## config.mk

```make
export PLATFORM = sky130hd
export DESIGN_NAME = spi_slave_to_ctrlport_master_flat
export DESIGN_NICKNAME = d
export VERILOG_FILES = /design/src/rtl/spi_slave_to_ctrlport_master_if.sv /design/src/rtl/spi_slave_to_ctrlport_master.sv /design/src/flat_wrapper.sv
export SDC_FILE = /design/constraint.sdc
export NUM_CORES = 1
export LEC_CHECK = 0
export BUFFER_PORTS_ARGS = -buffer_cell sky130_fd_sc_hd__buf_2
export CORE_ASPECT_RATIO = 0.6
export CORE_UTILIZATION = 54
export CTS_CLUSTER_SIZE = 20
export DETAILED_ROUTE_END_ITERATION = 8
export PLACE_DENSITY = 0.76
export SETUP_SLACK_MARGIN = 0.15
export SYNTH_ARGS = -nofsm -noshare
export SYNTH_HDL_FRONTEND = slang
export SYNTH_SLANG_ARGS = --single-unit
```

## constraint.sdc

```tcl
create_clock -name ctrlport_clk_i -period 8.5 [get_ports ctrlport_clk_i]
set_clock_uncertainty 0.05 [all_clocks]
set_input_delay 2.55 -clock ctrlport_clk_i [delete_from_list [all_inputs] [get_ports ctrlport_clk_i]]
set_output_delay 2.55 -clock ctrlport_clk_i [all_outputs]
set_load 0.01 [all_outputs]
```

## src/rtl/spi_slave_to_ctrlport_master_if.sv

```systemverilog
// ---------------------------------------------------------------------------
// spi_slave_to_ctrlport_master_if
// Local ctrlport request/response bundle between the SPI target and the
// register bus.
//   m_ctrlport_req_wr       one-cycle write request strobe
//   m_ctrlport_req_rd       one-cycle read request strobe
//   m_ctrlport_req_addr     request address (20 bits)
//   m_ctrlport_req_data     write data (32 bits)
//   m_ctrlport_resp_ack     response strobe
//   m_ctrlport_resp_status  response status (2 bits)
//   m_ctrlport_resp_data    read data (32 bits)
// Modports: master (drives requests), slave (drives responses).
// ---------------------------------------------------------------------------
interface spi_slave_to_ctrlport_master_if;
  logic        m_ctrlport_req_wr;
  logic        m_ctrlport_req_rd;
  logic [19:0] m_ctrlport_req_addr;
  logic [31:0] m_ctrlport_req_data;
  logic        m_ctrlport_resp_ack;
  logic [1:0]  m_ctrlport_resp_status;
  logic [31:0] m_ctrlport_resp_data;

  modport master (
    output m_ctrlport_req_wr, m_ctrlport_req_rd, m_ctrlport_req_addr, m_ctrlport_req_data,
    input  m_ctrlport_resp_ack, m_ctrlport_resp_status, m_ctrlport_resp_data
  );

  modport slave (
    input  m_ctrlport_req_wr, m_ctrlport_req_rd, m_ctrlport_req_addr, m_ctrlport_req_data,
    output m_ctrlport_resp_ack, m_ctrlport_resp_status, m_ctrlport_resp_data
  );
endinterface

```

## src/rtl/spi_slave_to_ctrlport_master.sv

```systemverilog
// ---------------------------------------------------------------------------
// spi_slave_to_ctrlport_master
// SPI target that turns each 64-bit SPI frame into one ctrlport request and
// returns read data, ack and status within the same frame. SPI pins are
// oversampled in ctrlport_clk; there is no sclk-domain logic.
// Ports:
//   ctrlport_clk_i  sole clock
//   ctrlport_rst_i  asynchronous reset, active-high
//   ss_i            SPI select, active-low
//   sclk_i          SPI clock, idle low
//   mosi_i          serial data in (MSB first)
//   miso_o          serial data out
//   err_count_o     failed/aborted frame count (only with SPI_SLAVE_ERR_COUNT_EN)
//   ctrlport        request/response bundle (master modport)
// Optional feature macro: SPI_SLAVE_ERR_COUNT_EN
//
// state     | meaning
// IDLE      | ss high, waiting for ss falling edge
// SHIFT_IN  | collecting command/address (and write data)
// REQ       | issue request, or fail the frame if one is still unanswered
// WAIT_RESP | waiting for resp_ack until the miso deadline
// SHIFT_OUT | launching data/ack/status on miso
// ---------------------------------------------------------------------------
module spi_slave_to_ctrlport_master #(
  parameter int unsigned SYNC_STAGES  = 2,
  parameter logic [19:0] BASE_ADDRESS = 20'h0
) (
  input  logic ctrlport_clk_i,
  input  logic ctrlport_rst_i,
  input  logic ss_i,
  input  logic sclk_i,
  input  logic mosi_i,
  output logic miso_o,
`ifdef SPI_SLAVE_ERR_COUNT_EN
  output logic [15:0] err_count_o,
`endif
  spi_slave_to_ctrlport_master_if.master ctrlport
);

  localparam int unsigned STAGES = (SYNC_STAGES < 2) ? 2 : SYNC_STAGES;

  typedef enum logic [2:0] {IDLE, SHIFT_IN, REQ, WAIT_RESP, SHIFT_OUT} state_t;

  state_t            state_q;
  logic [STAGES-1:0] ss_sync_q, sclk_sync_q, mosi_sync_q;
  logic              ss_prev_q, sclk_prev_q;
  logic [6:0]        cnt_q;
  logic              wr_q;
  logic [14:0]       addr_q;
  logic [31:0]       rx_q;
  logic              outstanding_q;
  logic              ack_bit_q;
  logic [1:0]        status_q;
  logic [31:0]       rdata_q;
  logic              miso_q;
  logic              req_wr_q, req_rd_q;
  logic [19:0]       req_addr_q;
  logic [31:0]       req_data_q;
`ifdef SPI_SLAVE_ERR_COUNT_EN
  logic [15:0]       err_cnt_q;
`endif

  logic ss_s, sclk_s, mosi_s;
  logic ss_fall, ss_rise, sclk_rise, sclk_fall;

  assign ss_s      = ss_sync_q[STAGES-1];
  assign sclk_s    = sclk_sync_q[STAGES-1];
  assign mosi_s    = mosi_sync_q[STAGES-1];
  assign ss_fall   = ss_prev_q & ~ss_s;
  assign ss_rise   = ~ss_prev_q & ss_s;
  assign sclk_rise = ~sclk_prev_q & sclk_s;
  assign sclk_fall = sclk_prev_q & ~sclk_s;

  // miso value for wire bit n: read data on 24..55, ack on 61, status on 62..63.
  function automatic logic tx_bit(input logic [6:0] n, input logic rd, input logic [31:0] d,
                                  input logic ack, input logic [1:0] st);
    logic [31:0] sh;
    logic        b;
    b  = 1'b0;
    sh = d << (n - 7'd24);
    if (rd && n >= 7'd24 && n <= 7'd55) b = sh[31];
    else if (n == 7'd61)                b = ack;
    else if (n == 7'd62)                b = st[1];
    else if (n == 7'd63)                b = st[0];
    return b;
  endfunction

  always_ff @(posedge ctrlport_clk_i or posedge ctrlport_rst_i) begin
    if (ctrlport_rst_i) begin
      state_q       <= IDLE;
      ss_sync_q     <= '0;
      sclk_sync_q   <= '0;
      mosi_sync_q   <= '0;
      ss_prev_q     <= 1'b0;
      sclk_prev_q   <= 1'b0;
      cnt_q         <= 7'd0;
      wr_q          <= 1'b0;
      addr_q        <= 15'd0;
      rx_q          <= 32'd0;
      outstanding_q <= 1'b0;
      ack_bit_q     <= 1'b0;
      status_q      <= 2'd0;
      rdata_q       <= 32'd0;
      miso_q        <= 1'b0;
      req_wr_q      <= 1'b0;
      req_rd_q      <= 1'b0;
      req_addr_q    <= 20'd0;
      req_data_q    <= 32'd0;
`ifdef SPI_SLAVE_ERR_COUNT_EN
      err_cnt_q     <= 16'd0;
`endif
    end else begin
      ss_sync_q   <= {ss_sync_q[STAGES-2:0], ss_i};
      sclk_sync_q <= {sclk_sync_q[STAGES-2:0], sclk_i};
      mosi_sync_q <= {mosi_sync_q[STAGES-2:0], mosi_i};
      ss_prev_q   <= ss_s;
      sclk_prev_q <= sclk_s;
      req_wr_q    <= 1'b0;
      req_rd_q    <= 1'b0;

      // Any ack answers the single outstanding request; outside WAIT_RESP
      // its payload is simply dropped.
      if (ctrlport.m_ctrlport_resp_ack && outstanding_q) outstanding_q <= 1'b0;

      // Bit index saturates at 64 so trailing clocks are ignored.
      if (state_q != IDLE && sclk_rise && cnt_q != 7'd64) cnt_q <= cnt_q + 7'd1;

      if (ss_rise && state_q != IDLE) begin
        state_q <= IDLE;
        miso_q  <= 1'b0;
`ifdef SPI_SLAVE_ERR_COUNT_EN
        if ((state_q != SHIFT_OUT || !ack_bit_q || cnt_q != 7'd64) && err_cnt_q != 16'hFFFF)
          err_cnt_q <= err_cnt_q + 16'd1;
`endif
      end else begin
        case (state_q)
          IDLE: begin
            miso_q <= 1'b0;
            if (ss_fall) begin
              state_q <= SHIFT_IN;
              cnt_q   <= 7'd0;
            end
          end
          SHIFT_IN: begin
            if (sclk_fall) miso_q <= 1'b0;
            if (sclk_rise) begin
              rx_q <= {rx_q[30:0], mosi_s};
              if (cnt_q == 7'd0) wr_q <= mosi_s;
              if (cnt_q == 7'd15) begin
                addr_q <= {rx_q[13:0], mosi_s};
                if (!wr_q) state_q <= REQ;
              end
              if (cnt_q == 7'd47) state_q <= REQ;
            end
          end
          REQ: begin
            if (outstanding_q) begin
              ack_bit_q <= 1'b0;
              status_q  <= 2'd0;
              rdata_q   <= 32'd0;
              state_q   <= SHIFT_OUT;
            end else begin
              req_wr_q      <= wr_q;
              req_rd_q      <= ~wr_q;
              req_addr_q    <= BASE_ADDRESS + {5'd0, addr_q};
              if (wr_q) req_data_q <= rx_q;
              outstanding_q <= 1'b1;
              state_q       <= WAIT_RESP;
            end
          end
          WAIT_RESP: begin
            if (ctrlport.m_ctrlport_resp_ack) begin
              rdata_q   <= ctrlport.m_ctrlport_resp_data;
              status_q  <= ctrlport.m_ctrlport_resp_status;
              ack_bit_q <= 1'b1;
              state_q   <= SHIFT_OUT;
              // An ack landing on the deadline edge must still launch its bit.
              if (sclk_fall)
                miso_q <= tx_bit(cnt_q, ~wr_q, ctrlport.m_ctrlport_resp_data, 1'b1,
                                 ctrlport.m_ctrlport_resp_status);
            end else if (sclk_fall) begin
              miso_q <= 1'b0;
              if (cnt_q == (wr_q ? 7'd61 : 7'd24)) begin
                ack_bit_q <= 1'b0;
                status_q  <= 2'd0;
                rdata_q   <= 32'd0;
                state_q   <= SHIFT_OUT;
              end
            end
          end
          SHIFT_OUT: begin
            if (sclk_fall) miso_q <= tx_bit(cnt_q, ~wr_q, rdata_q, ack_bit_q, status_q);
          end
          default: state_q <= IDLE;
        endcase
      end
    end
  end

  assign miso_o                       = miso_q;
  assign ctrlport.m_ctrlport_req_wr   = req_wr_q;
  assign ctrlport.m_ctrlport_req_rd   = req_rd_q;
  assign ctrlport.m_ctrlport_req_addr = req_addr_q;
  assign ctrlport.m_ctrlport_req_data = req_data_q;
`ifdef SPI_SLAVE_ERR_COUNT_EN
  assign err_count_o = err_cnt_q;
`endif

endmodule
```

## src/flat_wrapper.sv

```systemverilog
// flat-port wrapper written by rule: the top's interface ports become plain ports
module spi_slave_to_ctrlport_master_flat 
#(
  parameter int unsigned SYNC_STAGES  = 2,
  parameter logic [19:0] BASE_ADDRESS = 20'h0
)
  (ctrlport_clk_i, ctrlport_rst_i, ss_i, sclk_i, mosi_i, miso_o, ctrlport_m_ctrlport_req_wr, ctrlport_m_ctrlport_req_rd, ctrlport_m_ctrlport_req_addr, ctrlport_m_ctrlport_req_data, ctrlport_m_ctrlport_resp_ack, ctrlport_m_ctrlport_resp_status, ctrlport_m_ctrlport_resp_data);
  spi_slave_to_ctrlport_master_if ctrlport_i ();
  input  logic ctrlport_clk_i;
  input  logic ctrlport_rst_i;
  input  logic ss_i;
  input  logic sclk_i;
  input  logic mosi_i;
  output logic miso_o;
  output wire logic [$bits(ctrlport_i.m_ctrlport_req_wr)-1:0] ctrlport_m_ctrlport_req_wr;
  output wire logic [$bits(ctrlport_i.m_ctrlport_req_rd)-1:0] ctrlport_m_ctrlport_req_rd;
  output wire logic [$bits(ctrlport_i.m_ctrlport_req_addr)-1:0] ctrlport_m_ctrlport_req_addr;
  output wire logic [$bits(ctrlport_i.m_ctrlport_req_data)-1:0] ctrlport_m_ctrlport_req_data;
  input wire logic [$bits(ctrlport_i.m_ctrlport_resp_ack)-1:0] ctrlport_m_ctrlport_resp_ack;
  input wire logic [$bits(ctrlport_i.m_ctrlport_resp_status)-1:0] ctrlport_m_ctrlport_resp_status;
  input wire logic [$bits(ctrlport_i.m_ctrlport_resp_data)-1:0] ctrlport_m_ctrlport_resp_data;
  assign ctrlport_m_ctrlport_req_wr = ctrlport_i.m_ctrlport_req_wr;
  assign ctrlport_m_ctrlport_req_rd = ctrlport_i.m_ctrlport_req_rd;
  assign ctrlport_m_ctrlport_req_addr = ctrlport_i.m_ctrlport_req_addr;
  assign ctrlport_m_ctrlport_req_data = ctrlport_i.m_ctrlport_req_data;
  assign ctrlport_i.m_ctrlport_resp_ack = ctrlport_m_ctrlport_resp_ack;
  assign ctrlport_i.m_ctrlport_resp_status = ctrlport_m_ctrlport_resp_status;
  assign ctrlport_i.m_ctrlport_resp_data = ctrlport_m_ctrlport_resp_data;
  spi_slave_to_ctrlport_master #(.SYNC_STAGES(SYNC_STAGES), .BASE_ADDRESS(BASE_ADDRESS)) u_core (.ctrlport_clk_i(ctrlport_clk_i), .ctrlport_rst_i(ctrlport_rst_i), .ss_i(ss_i), .sclk_i(sclk_i), .mosi_i(mosi_i), .miso_o(miso_o), .ctrlport(ctrlport_i));
endmodule
```

After elaboration in Yosys (flattened, before gate mapping) --
Cells that the tools add are included.
Word-level totals: bits in registers 152, bits of input ports 40, output and inout bits 55, logic and storage cells 133
Cells by class: $add $sub $neg 2, order comparisons 2, equality and inequality tests 23, shift-type cells 2, mux-type cells 55, bitwise gates (word level) 11, reductions and logical operators 19
Operators by type and width (number):
- two-way mux 32 bit | 4
- one-hot mux 32 bit (2 select lines) | 1
- left shift 32 x 7 -> 32 bit | 2
- two-way mux 3 bit | 10
- equality test 7 x 6 -> 1 bit (second input constant) | 4
- two-way mux 7 bit | 4
- two-way mux 1 bit | 27
- one-hot mux 3 bit (5 select lines) | 1
- != test 4 x 2 -> 1 bit (second input constant) | 3
- AND reduction 4 bit | 3
- != test 3 x 1 -> 1 bit (second input constant) | 3
- AND reduction 3 bit | 3
- two-way mux 2 bit | 4
- adder 7 x 1 -> 7 bit (second input constant) | 1
- equality test 7 x 4 -> 1 bit (second input constant) | 1
- equality test 7 bit | 1
- greater-or-equal comparator 7 x 5 -> 1 bit (second input constant) | 1
- less-or-equal comparator 7 x 6 -> 1 bit (second input constant) | 1
- zero test 7 bit | 1
- != test 7 bit (second input constant) | 1
- NOT 1 bit | 7
- AND reduction 7 bit | 1
- subtractor 7 x 5 -> 7 bit (second input constant) | 1
- equality test 3 x 2 -> 1 bit (second input constant) | 2
- 17 further kinds | 27

Longest topological paths before layout --
Gate-level depths: netlist of the first run.
depth in word-level cells 9, gate-level depth with buffers 9, gate-level depth less buffers 7

Worst setup path after synthesis of the first run --
OpenSTA, ideal clock, no wires.
path kind input to register, start in ctrlport_m_ctrlport_resp_ack, end reg u_core.rdata_q[0], setup time 0.066 ns, arrival time 3.585 ns, data required time 8.384 ns, path slack 4.798 ns, cell stages on the path 4, buffers on the path 1, cells stage by stage nand4b_1 -> nor3_1 -> clkbuf_1 -> a22o_1
Between the ends: longest elaborated chain between the ends 2, elaborated cells between the ends (all ways) 5, classes of those cells eq/ne: 2; mux: 2; reduce/logical: 1
RTL lines:
- start, declared | RTL line flat_wrapper.sv:19 | input wire logic [$bits(ctrlport_i.m_ctrlport_resp_ack)-1:0] ctrlport_m_ctrlport_resp_ack;
- != test 3 x 2 -> 1 bit (no source line) / two-way mux 32 bit (equally long branches)
- AND reduction 5 bit (no source line) / one-hot mux 32 bit (2 select lines) (equally long branches)
- end signal, assigned | RTL line spi_slave_to_ctrlport_master.sv:173 | rdata_q <= ctrlport.m_ctrlport_resp_data;
- end, declared | RTL line spi_slave_to_ctrlport_master.sv:54 | logic [31:0] rdata_q;
Several ways; a longest one is shown, not always the timed one. A chain may end at the register's enable or synchronous reset.

==> results.py, run 1 <==
metrics = {
    "power": {
        "ir_drop_v": 0.000159,
        "p_switching_mw": 0.568,
        "p_int_mw": 1.46,
        "pwr-share-comb_pct": 18.8,
        "seqPwrFrac_pct": 43.0,
        "sw_frac_of_total_pct": 27.9,
        "power.density_mw_per_mm2": 260,
        "power_frac_clock_pct": 38.2,
        "leakage_nw": 3.96,
    },
    "yosys": {
        "synth-edff-count": 0,
        "synth_cell_types": 59,
        "yosysMostFrequentCell": "dfrtp_1",
        "yosys-top-cells-count": "dfrtp_1, mux2_2, a22o_1",
        "ys_seq_elements": 152,
        "synthTopCellsByArea": "dfrtp_1, mux2_2, mux4_2",
        "synth_seq_area_share_pct": 57.1,
        "synthCells": 475,
        "synth_flop_cell": "dfrtp_1",
        "syn_avg_cell_area_sq_um": 14.0,
        "syn-cell-area_sq_mm": 0.00666,
        "yosys_warnings": 0,
        "async_flop_share_pct": 100,
        "synth.top_cell.area_share_pct": 57.1,
        "yosys.area.top_type": "dfrtp_1",
    },
    "routing": {
        "wl_per_cell_um": 19.3,
        "vias": 4303,
        "drtIter0Drc": 370,
        "wl_um": 14100,
        "drc_errors": 0,
        "viasPerCell": 5.88,
        "ant_nets": 0,
        "firstDrtPassIters": 5,
    },
    "worst_setup_path": {
        "path_delay_family": "buffers and inverters",
        "crit_slowest_cell": "buf_4",
        "path_cells": "buf_2 -> inv_6 -> buf_4",
        "max_stage_delay_ns": 0.89,
        "path_class": "in -> async",
        "worst-path-buf-inv": 3,
        "cp-start-kind": "input pin",
        "cp.arrival_ns": 4.09,
        "crit_fanout": 82,
        "critical_path_required_ns": 8.84,
        "cp-end-kind": "async pin",
    },
    "status": {
        "outcome": "finished clean",
    },
    "clocking": {
        "post_cts_resized": 0,
        "numCtsBuffers": 17,
        "path_clk_slew_ns": 0.06,
        "clk_latency_ns": 0.41,
        "clkSinkCount": 152,
        "cts_tree": "done",
        "cts_buffer_depth": 2,
        "htreeDepth": 4,
        "cts-root-buf": "clkbuf_16",
        "cts_hold_buf": 0,
        "cts_setup_buffers": 0,
    },
    "floorplanning": {
        "die_h_um": 88,
        "core_area_sq_mm": 0.0116,
        "fp-row-count": 30,
        "die-width_um": 145,
        "dieArea_sq_mm": 0.0128,
        "io_pins": 95,
        "start_util_pct": 57.2,
    },
    "timing": {
        "rsz0062_at_grt": "false",
        "setup_tns_ns": 0,
        "hold_viol": 0,
        "max_slew_margin_pct": 32.9,
        "fin_crit_sh_pct": 44.2,
        "layout_min_cycle_time_ns": 3.75,
        "fmax_ghz": 0.266,
        "slew_violations": 0,
        "tightest_slew_ns": 1.01,
        "setup_slack_ns": 4.75,
        "setup_viol": 0,
    },
    "placement": {
        "pre_cts_slack_ns": 4.26,
        "gp_congestion": 0.839,
        "portBuffers": 89,
        "hpwlAfterDp_um": 9280,
    },
    "run": {
        "cap_violations": 0,
    },
    "global_route": {
        "groute.usage.overall_pct": 23.6,
        "grt_pass1_wl_um": 22900,
        "grt_start_max_net_pins": 83,
        "antenna_found_initial": 0,
        "grt_pass1_vias": 4311,
        "grt_overflow": 0,
    },
    "final_layout": {
        "areaGrowthSynthToFinish_pct": 17.3,
        "drive_gt1_share_pct": 43.4,
        "antennaDiodeCount": 0,
        "layout.nets": 607,
    },
    "hold_path": {
        "hold_path_class": "reg -> reg",
    },
}
-- power by group through the flow --
stage	clock network, mW	logic [mW]	registers [mW]
4_1_cts	0.789	0.381	0.871
2_1_floorplan	0	0.314	0.843
3_5_place_dp	0	0.378	0.880
5_1_grt	0.821	0.415	0.881
6_report	0.777	0.381	0.874
3_3_place_gp	0	0.366	0.876
-- path summary, 6_finish.rpt --
kind	from	to	slack, ns	cells past startpoint
worst max-delay path	ctrlport_rst_i	u_core.ctrlport.m_ctrlport_req_rd$_DFF_PP0_	4.75	3
worst min register to register	u_core.mosi_sync_q[0]$_DFF_PP0_	u_core.mosi_sync_q[1]$_DFF_PP0_	0.30	0
max in group ctrlport_clk_i	u_core.ctrlport.m_ctrlport_req_addr[0]$_DFFE_PP0P_	ctrlport_m_ctrlport_req_addr[0]	4.91	1
worst max register to register	u_core.cnt_q[1]$_DFF_PP0_	u_core.rdata_q[30]$_DFFE_PP0P_	5.38	5
worst min-delay path	u_core.mosi_sync_q[0]$_DFF_PP0_	u_core.mosi_sync_q[1]$_DFF_PP0_	0.30	0
min in group asynchronous	ctrlport_rst_i	u_core.sclk_sync_q[0]$_DFF_PP0_	2.18	2
-- kinds of logic after synthesis --
logic type	Yosys count	share of synthesized area [%]
flip-flops	152	57.1
multiplexers	113	21.6
AND/OR/NAND/NOR	81	7.09
AO/OA/AOI/OAI	72	8.87
buffers and inverters	44	3.29
adder cells (fa/ha/maj)	6	1.13
XOR/XNOR	6	0.789
other	1	0.0563
-- cells in the final DEF (no fill, tap or decap), types with 5 or more instances in the layout --
cell type  synthesis  routed
a21oi_1            5       5
a22o_1            34      34
buf_2              4      89
buf_4              5       6
clkbuf_16          0      17
conb_1             1       5
dfrtp_1          152     152
ha_1               6       6
inv_1             12      11
mux2_2            95      95
mux4_2            15      15
nand2_1           16      16
nand3_1            5       5
nand4_1            6       6
nor2_1            16      16
o21ai_0            7       7
xnor2_1            5       5
-- sequential cells by signal, indices dropped and copies added (netlist names), 2 cells and up --
register                             count
u_core.ctrlport.m_ctrlport_req_data     32
u_core.rdata_q                          32
u_core.rx_q                             32
u_core.addr_q                           15
u_core.ctrlport.m_ctrlport_req_addr     15
u_core.cnt_q                             7
u_core.state_q                           3
u_core.mosi_sync_q                       2
u_core.sclk_sync_q                       2
u_core.ss_sync_q                         2
u_core.status_q                          2
-- metal layers --
metal  GRT usage (%)  vias to the layer above  wire length (um)
met5               0                        -                 0
li1                -                     1923                 -
met1            33.6                     2228              6630
met2            37.4                      143              6780
met3            5.42                        9               655
met4            5.84                        0                58
-- stage by stage --
| stage | hold WS [ns] | power [mW] | cell area [sq um] | util, % | instances |
|---|---|---|---|---|---|
| CTS | 0.308 | 2.04 | 7810 | 67.1 | 732 |
| global route | 0.307 | 2.12 | 7810 | 67.1 | 732 |
| floorplan | 0.281 | 1.16 | 6670 | - | 479 |
| global placement | 0.283 | 1.24 | 7200 | 61.9 | 702 |
| detailed placement | 0.293 | 1.26 | 7200 | 61.9 | 702 |
| finish | 0.304 | 2.03 | 7810 | 67.1 | 732 |
-- cell type report --
cell class	instances	area, sq um
well taps	160	200
inverters	12	50.0
clock inverters	12	178
repair buffers	95	490
multi-input cells	283	2660
fillers	833	3830
flip-flops and latches	152	3800
clock buffers	18	429
(Power assumes the default switching activity.)
==> run 2, diff against run 1 <==
--- a/config.mk
+++ b/config.mk
@@ -7,7 +7,7 @@
 export LEC_CHECK = 0
 export BUFFER_PORTS_ARGS = -buffer_cell sky130_fd_sc_hd__buf_2
 export CORE_ASPECT_RATIO = 0.6
-export CORE_UTILIZATION = 54
+export CORE_UTILIZATION = 52
 export CTS_CLUSTER_SIZE = 20
 export DETAILED_ROUTE_END_ITERATION = 8
 export PLACE_DENSITY = 0.76
==> constraint.sdc (replaced) <==
create_clock -name ctrlport_clk_i -period 3.1 [get_ports ctrlport_clk_i]
set_clock_uncertainty 0.05 [all_clocks]
set_input_delay 0.93 -clock ctrlport_clk_i [delete_from_list [all_inputs] [get_ports ctrlport_clk_i]]
set_output_delay 0.93 -clock ctrlport_clk_i [all_outputs]
set_load 0.01 [all_outputs]
==> results.py, run 2 (synthesis gave the netlist of run 1 again) <==
metrics = {
    "status": {
        "outcome": "finished clean",
    },
    "worst_setup_path": {
        "crit_fanout": 36,
        "path_class": "reg -> reg",
        "cp-end-kind": "flop",
        "cp.arrival_ns": 3.02,
        "r2r_setup_slack_ns": 0.32,
        "critical_path_required_ns": 3.34,
        "cp-start-kind": "flop",
    },
    "floorplanning": {
        "dieArea_sq_mm": 0.0133,
        "die_h_um": 89.6,
        "die-width_um": 148,
        "fp-row-count": 31,
        "core_area_sq_mm": 0.0123,
        "start_util_pct": 54.3,
        "io_pins": 95,
    },
    "clocking": {
        "cts-root-buf": "clkbuf_16",
        "cts_buffer_depth": 2,
        "path_clk_slew_ns": 0.06,
        "htreeDepth": 4,
        "clk_latency_ns": 0.40,
        "numCtsBuffers": 17,
        "cts_tree": "done",
        "post_cts_resized": 0,
        "clkSinkCount": 152,
        "cts_hold_buf": 0,
        "cts_setup_buffers": 0,
    },
    "routing": {
        "drtIter0Drc": 377,
        "wl_um": 13300,
        "drc_errors": 0,
        "vias": 4237,
        "wl_per_cell_um": 17.9,
        "viasPerCell": 5.70,
        "ant_nets": 0,
        "firstDrtPassIters": 5,
    },
    "global_route": {
        "grt_start_max_net_pins": 59,
        "grt_util_met3_pct": 3.89,
        "busiest_layer": "met1",
        "antenna_found_initial": 0,
        "grt_overflow": 0,
        "groute.usage.overall_pct": 21.3,
        "grt_pass1_vias": 4116,
        "gr-usage-met1_pct": 31.9,
        "gr-usage-met2_pct": 31.8,
        "grt_pass1_wl_um": 21600,
    },
    "placement": {
        "gp_congestion": 0.906,
        "place_inst": 711,
        "hpwlAfterDp_um": 9010,
        "portBuffers": 89,
        "pre_cts_slack_ns": 0.356,
    },
    "timing": {
        "setup_slack_ns": 0.321,
        "rsz0062_at_grt": "false",
        "fmax_ghz": 0.360,
        "hold_viol": 0,
        "setup_tns_ns": 0,
        "layout_min_cycle_time_ns": 2.78,
        "fin_crit_sh_pct": 89.6,
        "setup_viol": 0,
        "max_slew_margin_pct": 35.2,
        "slew_violations": 0,
        "tightest_slew_ns": 0.970,
    },
    "power": {
        "leakage_nw": 3.98,
        "sw_frac_of_total_pct": 28.1,
        "power_frac_clock_pct": 37.4,
        "p_switching_mw": 1.54,
        "power.density_mw_per_mm2": 698,
        "pwr-share-comb_pct": 19.4,
        "seqPwrFrac_pct": 43.2,
        "p_int_mw": 3.94,
        "ir_drop_v": 0.000424,
    },
    "final_layout": {
        "fillers": 923,
        "layout.nets": 611,
        "antennaDiodeCount": 0,
        "layout_common_cells": "dfrtp_1, mux2_2, buf_2, a22o_1, clkbuf_16",
        "final_cells": 743,
        "areaGrowthSynthToFinish_pct": 18.0,
        "drive_gt1_share_pct": 43.6,
        "final_common_cell": "dfrtp_1",
    },
    "run": {
        "cap_violations": 0,
    },
    "hold_path": {
        "hold_path_class": "reg -> reg",
    },
}
-- run 2: cell count changes in the layout (fill, tap and decap cells not counted), sizes merged --
cell      change
clkbuf        +5
clkinvlp      -1
bufinv        -2
buf           +4
-- run 2: metrics by stage --
stage | total power, mW | util [%] | hold WS, ns | area (sq um)
5_1_grt | 5.72 | 64.1 | 0.305 | 7860
2_1_floorplan | 3.17 | - | 0.281 | 6680
3_3_place_gp | 3.41 | 59.3 | 0.286 | 7260
4_1_cts | 5.51 | 64.1 | 0.303 | 7860
3_5_place_dp | 3.45 | 59.3 | 0.289 | 7260
6_report | 5.48 | 64.1 | 0.302 | 7860
-- run 2: area by class of cell --
class	instances	area, sq um	area share, %
clock inverter	9	115	1.47
inverter	12	48.8	0.621
multi-input combinational	283	2660	33.8
tap	165	206	2.63
timing repair buffer	99	546	6.94
clock buffer	23	478	6.08
sequential	152	3800	48.4
-- run 2: per-layer routing --
metal / share of wire, % / wire length (um)
met1: 49 / 6470
met2: 45 / 6020
met3: 5.5 / 728
met4: 0.54 / 72
met5: 0 / 0
-- run 2: worst paths after layout --
| check | startpoint | end | cells after the start |
|---|---|---|---|
| min reg2reg | u_core.mosi_sync_q[0]$_DFF_PP0_ | u_core.mosi_sync_q[1]$_DFF_PP0_ | 0 |
| min in group asynchronous | ctrlport_rst_i | u_core.ctrlport.m_ctrlport_req_data[21]$_DFFE_PP0P_ | 2 |
| max in group asynchronous | ctrlport_rst_i | u_core.state_q[2]$_DFFE_PP0P_ | 3 |
| min | u_core.mosi_sync_q[0]$_DFF_PP0_ | u_core.mosi_sync_q[1]$_DFF_PP0_ | 0 |
| max | u_core.cnt_q[2]$_DFF_PP0_ | u_core.rdata_q[6]$_DFFE_PP0P_ | 5 |
| max reg2reg | u_core.cnt_q[2]$_DFF_PP0_ | u_core.rdata_q[6]$_DFFE_PP0P_ | 5 |
-- run 2: power groups by stage --
stage / registers, mW / logic, mW / clock network (mW)
after floorplan: 2.31 / 0.863 / 0
after global placement: 2.38 / 1.04 / 0
after detailed placement: 2.39 / 1.06 / 0
after CTS: 2.36 / 1.07 / 2.08
after global routing: 2.39 / 1.16 / 2.17
final: 2.37 / 1.07 / 2.05
-- run 2: worst max-delay path, stage by stage (launching register included) --
cell       delay [ns]
dfrtp_1          0.54
or4_1            0.59
a2111oi_2        0.40
or3_4            0.23
nand4_4          0.44
a22o_1           0.41
